[config.mk]
export PLATFORM = sky130hd
export DESIGN_NAME = dcache_wb_axi
export DESIGN_NICKNAME = d
export VERILOG_FILES = /design/src/rtl/dcache_wb_axi.sv
export SDC_FILE = /design/constraint.sdc
export NUM_CORES = 1
export LEC_CHECK = 0
export CORE_ASPECT_RATIO = 1.4
export CORE_UTILIZATION = 47
export DETAILED_ROUTE_END_ITERATION = 8
export PLACE_DENSITY = 0.8
export RECOVER_POWER = 50
export SYNTH_ARGS = -nofsm -noshare
export SYNTH_HDL_FRONTEND = slang
export SYNTH_SLANG_ARGS = --single-unit
[constraint.sdc]
create_clock -name clk -period 5.8 [get_ports clk]
set_input_delay 1.45 -clock clk [delete_from_list [all_inputs] [get_ports clk]]
set_output_delay 1.45 -clock clk [all_outputs]
set_load 0.005 [all_outputs]
[src/rtl/dcache_wb_axi.sv]
// Write-back engine: buffers one evicted dirty cache line and drains it to memory
// as a single AXI4 INCR write burst (AW, then W beats, then B).
module dcache_wb_axi #(
    parameter int          WORDS_PER_LINE = 8,
    parameter logic [3:0]  AXI_ID         = 4'd1
) (
    input  logic                        clk,
    input  logic                        reset,
    input  logic                        wb_req,
    input  logic [31:0]                 wb_addr,
    input  logic [32*WORDS_PER_LINE-1:0] wb_data,
    output logic                        wb_ready,
    output logic                        wb_done,
    output logic                        wb_err,
    output logic [3:0]                  awid,
    output logic [31:0]                 awaddr,
    output logic [7:0]                  awlen,
    output logic [2:0]                  awsize,
    output logic [1:0]                  awburst,
    output logic                        awvalid,
    input  logic                        awready,
    output logic [31:0]                 wdata,
    output logic [3:0]                  wstrb,
    output logic                        wlast,
    output logic                        wvalid,
    input  logic                        wready,
    input  logic [3:0]                  bid,
    input  logic [1:0]                  bresp,
    input  logic                        bvalid,
    output logic                        bready
);

    localparam int BEAT_W = $clog2(WORDS_PER_LINE);
    localparam int OFF_W  = BEAT_W + 2;
    localparam logic [BEAT_W-1:0] LAST_BEAT = BEAT_W'(WORDS_PER_LINE - 1);

    typedef enum logic [1:0] {IDLE, ADDR, DATA, RESP} state_e;

    state_e             state_q, state_d;
    logic [31:0]        addr_q, addr_d;
    logic [31:0]        wdata_q, wdata_d;
    logic [BEAT_W-1:0]  beat_q, beat_d;
    logic               awvalid_q, awvalid_d;
    logic               wvalid_q, wvalid_d;
    logic               wlast_q, wlast_d;
    logic               bready_q, bready_d;
    logic               done_q, done_d;
    logic               err_q, err_d;
    logic               accept;
    logic [31:0]        line_q [WORDS_PER_LINE];

    // bid and bresp[0] carry no information we act on; the line offset is discarded.
    logic unused_inputs;
    assign unused_inputs = ^{bid, bresp[0], wb_addr[OFF_W-1:0]};

    always_comb begin
        state_d  = state_q;
        addr_d   = addr_q;
        beat_d   = beat_q;
        wdata_d  = wdata_q;
        done_d   = 1'b0;
        err_d    = 1'b0;
        accept   = 1'b0;
        case (state_q)
            IDLE: if (wb_req) begin
                accept  = 1'b1;
                addr_d  = {wb_addr[31:OFF_W], {OFF_W{1'b0}}};
                beat_d  = '0;
                state_d = ADDR;
            end
            ADDR: if (awready) state_d = DATA;
            DATA: if (wready) begin
                if (wlast_q) state_d = RESP;
                else         beat_d  = beat_q + 1'b1;
            end
            RESP: if (bvalid) begin
                done_d  = 1'b1;
                err_d   = bresp[1];
                state_d = IDLE;
            end
            default: state_d = IDLE;
        endcase
        // Channel outputs are registered, so they are decoded from the next state.
        awvalid_d = (state_d == ADDR);
        wvalid_d  = (state_d == DATA);
        bready_d  = (state_d == RESP);
        wlast_d   = (state_d == DATA) && (beat_d == LAST_BEAT);
        if (state_d == DATA) wdata_d = line_q[beat_d];
    end

    always_ff @(posedge clk or posedge reset) begin
        if (reset) begin
            state_q   <= IDLE;
            addr_q    <= '0;
            wdata_q   <= '0;
            beat_q    <= '0;
            awvalid_q <= 1'b0;
            wvalid_q  <= 1'b0;
            wlast_q   <= 1'b0;
            bready_q  <= 1'b0;
            done_q    <= 1'b0;
            err_q     <= 1'b0;
        end else begin
            state_q   <= state_d;
            addr_q    <= addr_d;
            wdata_q   <= wdata_d;
            beat_q    <= beat_d;
            awvalid_q <= awvalid_d;
            wvalid_q  <= wvalid_d;
            wlast_q   <= wlast_d;
            bready_q  <= bready_d;
            done_q    <= done_d;
            err_q     <= err_d;
        end
    end

    // The line is copied on acceptance so the cache RAM can be refilled right away.
    always_ff @(posedge clk) begin
        if (accept) begin
            for (int i = 0; i < WORDS_PER_LINE; i++) line_q[i] <= wb_data[32*i +: 32];
        end
    end

    assign wb_ready = (state_q == IDLE);
    assign wb_done  = done_q;
    assign wb_err   = err_q;
    assign awid     = AXI_ID;
    assign awaddr   = addr_q;
    assign awlen    = 8'(WORDS_PER_LINE - 1);
    assign awsize   = 3'b010;
    assign awburst  = 2'b01;
    assign awvalid  = awvalid_q;
    assign wdata    = wdata_q;
    assign wstrb    = 4'hF;
    assign wlast    = wlast_q;
    assign wvalid   = wvalid_q;
    assign bready   = bready_q;

endmodule

==> results of run 1 <==
cell usage after synthesis (2+ instances only):
| cell type | number |
|---|---|
| edfxtp_1 | 256 |
| nand2_1 | 100 |
| dfrtp_1 | 70 |
| mux2i_1 | 65 |
| mux2_2 | 35 |
| buf_4 | 33 |
| a32o_1 | 32 |
| mux2_4 | 24 |
| buf_2 | 19 |
| o2bb2ai_1 | 18 |
| o31ai_2 | 18 |
| o2bb2ai_2 | 14 |
| o31ai_1 | 14 |
| buf_6 | 8 |
| clkbuf_1 | 8 |
| nor2_1 | 8 |
| a21oi_1 | 4 |
| inv_1 | 4 |
| nor2b_1 | 3 |
| a21o_1 | 2 |
| a21oi_2 | 2 |
| and2_1 | 2 |
| and3_1 | 2 |
| conb_1 | 2 |
| nand3b_1 | 2 |
| o211ai_1 | 2 |
| o21ai_0 | 2 |
flip-flops by register name, summed over array words and instances, names as in the netlist, 2 cells and up:
signal / flops
line_q: 256
wdata: 32
awaddr: 27
beat_q: 3
state_q: 2
power groups by stage:
stage | clock network [uW] | logic (uW) | registers [uW]
after floorplan | 0 | 2180 | 3410
after global placement | 0 | 3180 | 3370
after detailed placement | 0 | 3260 | 3400
after CTS | 1970 | 3280 | 3360
after global routing | 2060 | 3450 | 3400
final | 1930 | 3190 | 3350
worst max-delay path by stage:
stage | start | end | slack, ns | cells past startpoint
final | wb_req | wdata[27]$_DFFE_PP0P_ | 2.01 | 5
after global routing | wb_req | wdata[27]$_DFFE_PP0P_ | 1.80 | 5
after CTS | wb_req | wdata[27]$_DFFE_PP0P_ | 2.01 | 5
after detailed placement | wb_req | wdata[16]$_DFFE_PP0P_ | 1.46 | 5
after global placement | wb_req | wdata[18]$_DFFE_PP0P_ | 1.56 | 5
after floorplan | wb_req | awaddr[10]$_DFFE_PP0P_ | 0.34 | 4
metrics by stage:
step | utilization (%) | cell area [um^2] | worst slack (ns) | hold slack (ns)
floorplan | - | 13180 | 0.3365 | 0.4726
global placement | 62.13 | 16830 | 1.557 | 0.4611
detailed placement | 62.13 | 16830 | 1.463 | 0.4679
CTS | 65.66 | 17790 | 2.009 | 0.4813
global route | 65.81 | 17830 | 1.803 | 0.4992
finish | 65.81 | 17830 | 2.008 | 0.4832
worst max-delay path, stage by stage:
cell	delay, ns
dlygate4sd3_1	0.59
and2_4	0.73
a21o_2	0.91
o2bb2ai_1	0.20
o31ai_1	0.32
cell families after synthesis:
logic type               synth area share, %
flip-flops                             72.09
AO/OA/AOI/OAI                          8.754
XOR/XNOR                             0.06691
multiplexers                           10.73
AND/OR/NAND/NOR                        4.243
adder cells (fa/ha/maj)              0.09555
buffers and inverters                  3.956
other                                0.05736
routing by layer:
metal  share of wire (%)  track usage, %  wire, um
met2                  55           39.58     16910
met3                 6.3           3.786      1941
met1                  35           22.91     10660
met4                 3.9           11.31      1203
met5               0.042               0        13
layout by cell type, fill, tap and decap left out, drive strengths merged, types with 4 or more instances in the layout:
cell type,n
dlygate4sd3,261
edfxtp,256
nand2,100
clkdlybuf4s50,94
dfrtp,70
mux2i,65
mux2,59
clkbuf,48
a32o,32
o31ai,32
o2bb2ai,32
conb,26
diode,17
buf,10
nor2,8
a21oi,6
inv,4
nor2b,4
clkinv,4
final cells by class:
| class | instances | area [um^2] | area share, % |
|---|---|---|---|
| Sequential cell | 326 | 9439 | 52.93 |
| Clock inverter | 8 | 127.6 | 0.7157 |
| Inverter | 5 | 21.27 | 0.1193 |
| Tap cell | 365 | 456.7 | 2.561 |
| Multi-Input combinational cell | 390 | 3263 | 18.30 |
| Clock buffer | 48 | 828.3 | 4.645 |
| Timing Repair Buffer | 365 | 3654 | 20.49 |
| Antenna cell | 17 | 42.54 | 0.2386 |
==> metrics.cfg, run 1 <==
[synth]
synth_top_area_cell=edfxtp_1
synth_edf_count=256
synthTopCellsByArea=edfxtp_1 59%, dfrtp_1 13%, mux2i_1 5.0%
synthArstFlopShare_pct=21.47
ys_warn_count=0
ys_seq_area_share_pct=72.09
synth_top_area_share_pct=58.72
postSynthAreaPerCell_um2=17.07
ys_types=45
ys.flop_type=edfxtp_1
ys_ff_latch=326
syn_area_um2=13090
synthCells=767

[detailed_routing]
wl_per_cell_um=20.17
dr.pass1.iters=6
drt-initial-drc-count=318
postRouteAntennaNets=0
drcViolationCount=0
wl_um=30740
vias=7905
viasPerCell=5.187

[floorplanning]
io_pins=392
start_util_pct=48.32
die_h_um=199.5
die_w_um=143.1
die_area_um2=28540
num_rows=71
core_region_area_um2=27090

[min_path]
hp-class=register to register
hp-start=wdata[5]$_DFFE_PP0P_
min_to=wdata[5]$_DFFE_PP0P_
hold_depth=2

[clocking]
cts_sinks=326
postCtsResizedCells=0
post-cts-setup-buffers=0
cts_tree=done
cts_made_buffers=30
cts_hold_buf=0
clk_latency_ns=0.56
htreeDepth=1
clockBufferDepth=3
clkTransAtPathRegs_ns=0.06
root_buffer=clkbuf_16

[worst_setup_path]
rr_worst_depth=5
worstPathMaxFanout=67
r2r_slack_ns=2.81
regToRegEndpoint=wdata[27]$_DFFE_PP0P_
worstSetupPathType=primary input to register
cp.required_ns=6.25
cp.arrival_ns=4.24
critPathCaptureType=register
r2r-start=state_q[1]$_DFF_PP0_
crit_path_start_kind=primary input

[sta]
timing.final.crit_share_pct=65.38
drv_slew=39
min_period_ns=3.792
setup_viol=0
slew_headroom_pct=-47.74
fin_skew_ns=0.01858
finalHoldViolations=0
clock.fmax_mhz=263.7
worstMarginPinSlew_ns=2.204
rsz0062_at_grt=no
setup-tns-final_ns=0

[grt]
grt_pass1_wl_um=44910
antenna_found_initial=18
grt_pass1_vias=8241
grt_max_degree=147
grt.overflow.total=0
grtUsageTotal_pct=21.36

[placement]
finalWeightedCongestion=0.8225
dp_hpwl_um=20870
io_buffers=355
dp.cells=1451

[run]
drv_cap=1

[power_and_ir_drop]
p_seq_share_pct=39.6
total_power_uw=8474
switching_power_uw=2663
leakage_uw=0.006617
cellPowerDensity_nw_per_um2=475.2
p_int_uw=5811
switching_share_pct=31.43
p_comb_share_pct=37.7
power.share.clock_pct=22.7
ir_drop_v=0.0003320

[cells_and_area]
drive_gt1_share_pct=13.22
fill_cells=1912
fin_cells=1524
nets=1419
syn_to_final_growth_pct=36.20

[outcome]
status=finished with violations
violations=capacitance limit, slew limit

Note: power is estimated with default switching activity, not from simulation.
==> run 2, diff against run 1 <==
==> constraint.sdc (replaced) <==
create_clock -name clk -period 3.92 [get_ports clk]
set_input_delay 0.98 -clock clk [delete_from_list [all_inputs] [get_ports clk]]
set_output_delay 0.98 -clock clk [all_outputs]
set_load 0.005 [all_outputs]
==> metrics.cfg, run 2 (same netlist as run 1, synthesis figures left out) <==
[clocking]
post-cts-setup-buffers=0
clockBufferDepth=3
root_buffer=clkbuf_16
cts_hold_buf=0
cts_made_buffers=31
htreeDepth=1
clkTransAtPathRegs_ns=0.06
cts_tree=done
postCtsResizedCells=0
clk_latency_ns=0.57
cts_sinks=326

[worst_setup_path]
critPathCaptureType=register
cp.arrival_ns=3.27
cp.required_ns=4.08
worstPathMaxFanout=136
worstSetupPathType=primary input to register
crit_path_start_kind=primary input

[floorplanning]
die_h_um=199.5
num_rows=71
io_pins=392
die_area_um2=28540
start_util_pct=48.32
core_region_area_um2=27090
die_w_um=143.1

[placement]
dp_hpwl_um=21560
finalWeightedCongestion=0.7912
post_dp_cell_area_um2=17010
io_buffers=355

[power_and_ir_drop]
p_seq_share_pct=38.9
cellPowerDensity_nw_per_um2=709.1
switching_share_pct=31.59
p_comb_share_pct=39.0
leakage_uw=0.006718
ir_drop_v=0.0005390
power.share.clock_pct=22.1
p_int_uw=8730
switching_power_uw=4031

[detailed_routing]
viasPerCell=5.148
wl_per_cell_um=20.25
wl_um=31110
vias=7907
postRouteAntennaNets=0
drt-initial-drc-count=342
drcViolationCount=0
dr.pass1.iters=4

[cells_and_area]
final_area_um2=18000
fill_cells=1928
seqCellArea_um2=9439
drive_gt1_share_pct=14.48
top_register=line_q
multi_input_area_um2=3263
post-route-util_pct=66.42
largest_reg_flops=256
final_common_cell=dlygate4sd3_1
most-common-layout-cells=261 x dlygate4sd3_1, 256 x edfxtp_1, 100 x nand2_1
syn_to_final_growth_pct=37.45
nets=1429

[grt]
grt_max_degree=149
grt.overflow.total=0
antenna_found_initial=22
grtUsageTotal_pct=21.51
grt_pass1_vias=8307
grt_pass1_wl_um=45300

[sta]
finalHoldViolations=0
setup_viol=0
worstMarginPinSlew_ns=1.838
clock.fmax_mhz=321.6
min_period_ns=3.110
drv_slew=167
fin_skew_ns=0.007650
slew_headroom_pct=-22.53
rsz0062_at_grt=no
timing.final.crit_share_pct=79.33
setup-tns-final_ns=0

[run]
drv_cap=2

[outcome]
status=finished with violations
violations=capacitance limit, slew limit

[min_path]
hp-class=register to register

run 2: cell types whose count changed in the layout (fill, tap and decap cells not counted), sizes merged:
cell,previous run,this run
buf,10,17
bufinv,3,0
clkinv,4,11
diode,17,18
run 2: worst max-delay path, stage by stage:
cell and delay [ns]:
dlygate4sd3_1 0.57, and2_4 0.25, clkbuf_4 1.36
run 2: through the flow:
step                      power [uW]  worst slack (ns)  instances  hold slack (ns)
after CTS                      12980             1.077       1518           0.4803
after detailed placement       10130            0.4781       1460           0.4661
after floorplan                 8233            0.3135        791           0.4726
after global placement          9948            0.5342       1460           0.4599
final                          12760            0.8101       1536           0.4779
after global routing           13420            0.5373       1536           0.4988
run 2: path summary, 6_finish.rpt:
kind	depth (start not counted)	slack, ns	startpoint	to
worst max-delay path	3	0.81	wb_req	line_q[1][6]$_DFFE_PP_
worst min-delay path	2	0.48	wdata[3]$_DFFE_PP0P_	wdata[3]$_DFFE_PP0P_
worst max register to register	3	1.11	state_q[1]$_DFF_PP0_	line_q[1][6]$_DFFE_PP_
worst min register to register	2	0.48	wdata[3]$_DFFE_PP0P_	wdata[3]$_DFFE_PP0P_
max in group asynchronous	3	0.95	reset	awaddr[25]$_DFFE_PP0P_
min in group asynchronous	2	1.22	reset	awaddr[8]$_DFFE_PP0P_
run 2: per-layer routing:
| metal | track usage [%] | up-vias | share of wire (%) |
|---|---|---|---|
| met2 | 39.96 | 319 | 55 |
| met4 | 11.75 | 4 | 4.2 |
| met5 | 0 | - | 0.074 |
| met1 | 22.52 | 3878 | 34 |
| met3 | 4.242 | 75 | 6.2 |
| li1 | - | 3631 | - |
run 2: area by class of cell:
type / count / area share [%]
Antenna cell: 18 / 0.2503
Inverter: 5 / 0.1182
Tap cell: 365 / 2.538
Clock inverter: 12 / 0.4033
Timing Repair Buffer: 374 / 21.15
Sequential cell: 326 / 52.45
Multi-Input combinational cell: 390 / 18.13
Clock buffer: 46 / 4.957
run 2: power groups by stage:
stage | clock (uW) | combinational [uW] | sequential, uW
5_1_grt | 3010 | 5360 | 5050
2_1_floorplan | 0 | 3230 | 5000
6_report | 2820 | 4980 | 4960
3_3_place_gp | 0 | 4970 | 4980
3_5_place_dp | 0 | 5110 | 5020
4_1_cts | 2890 | 5130 | 4960
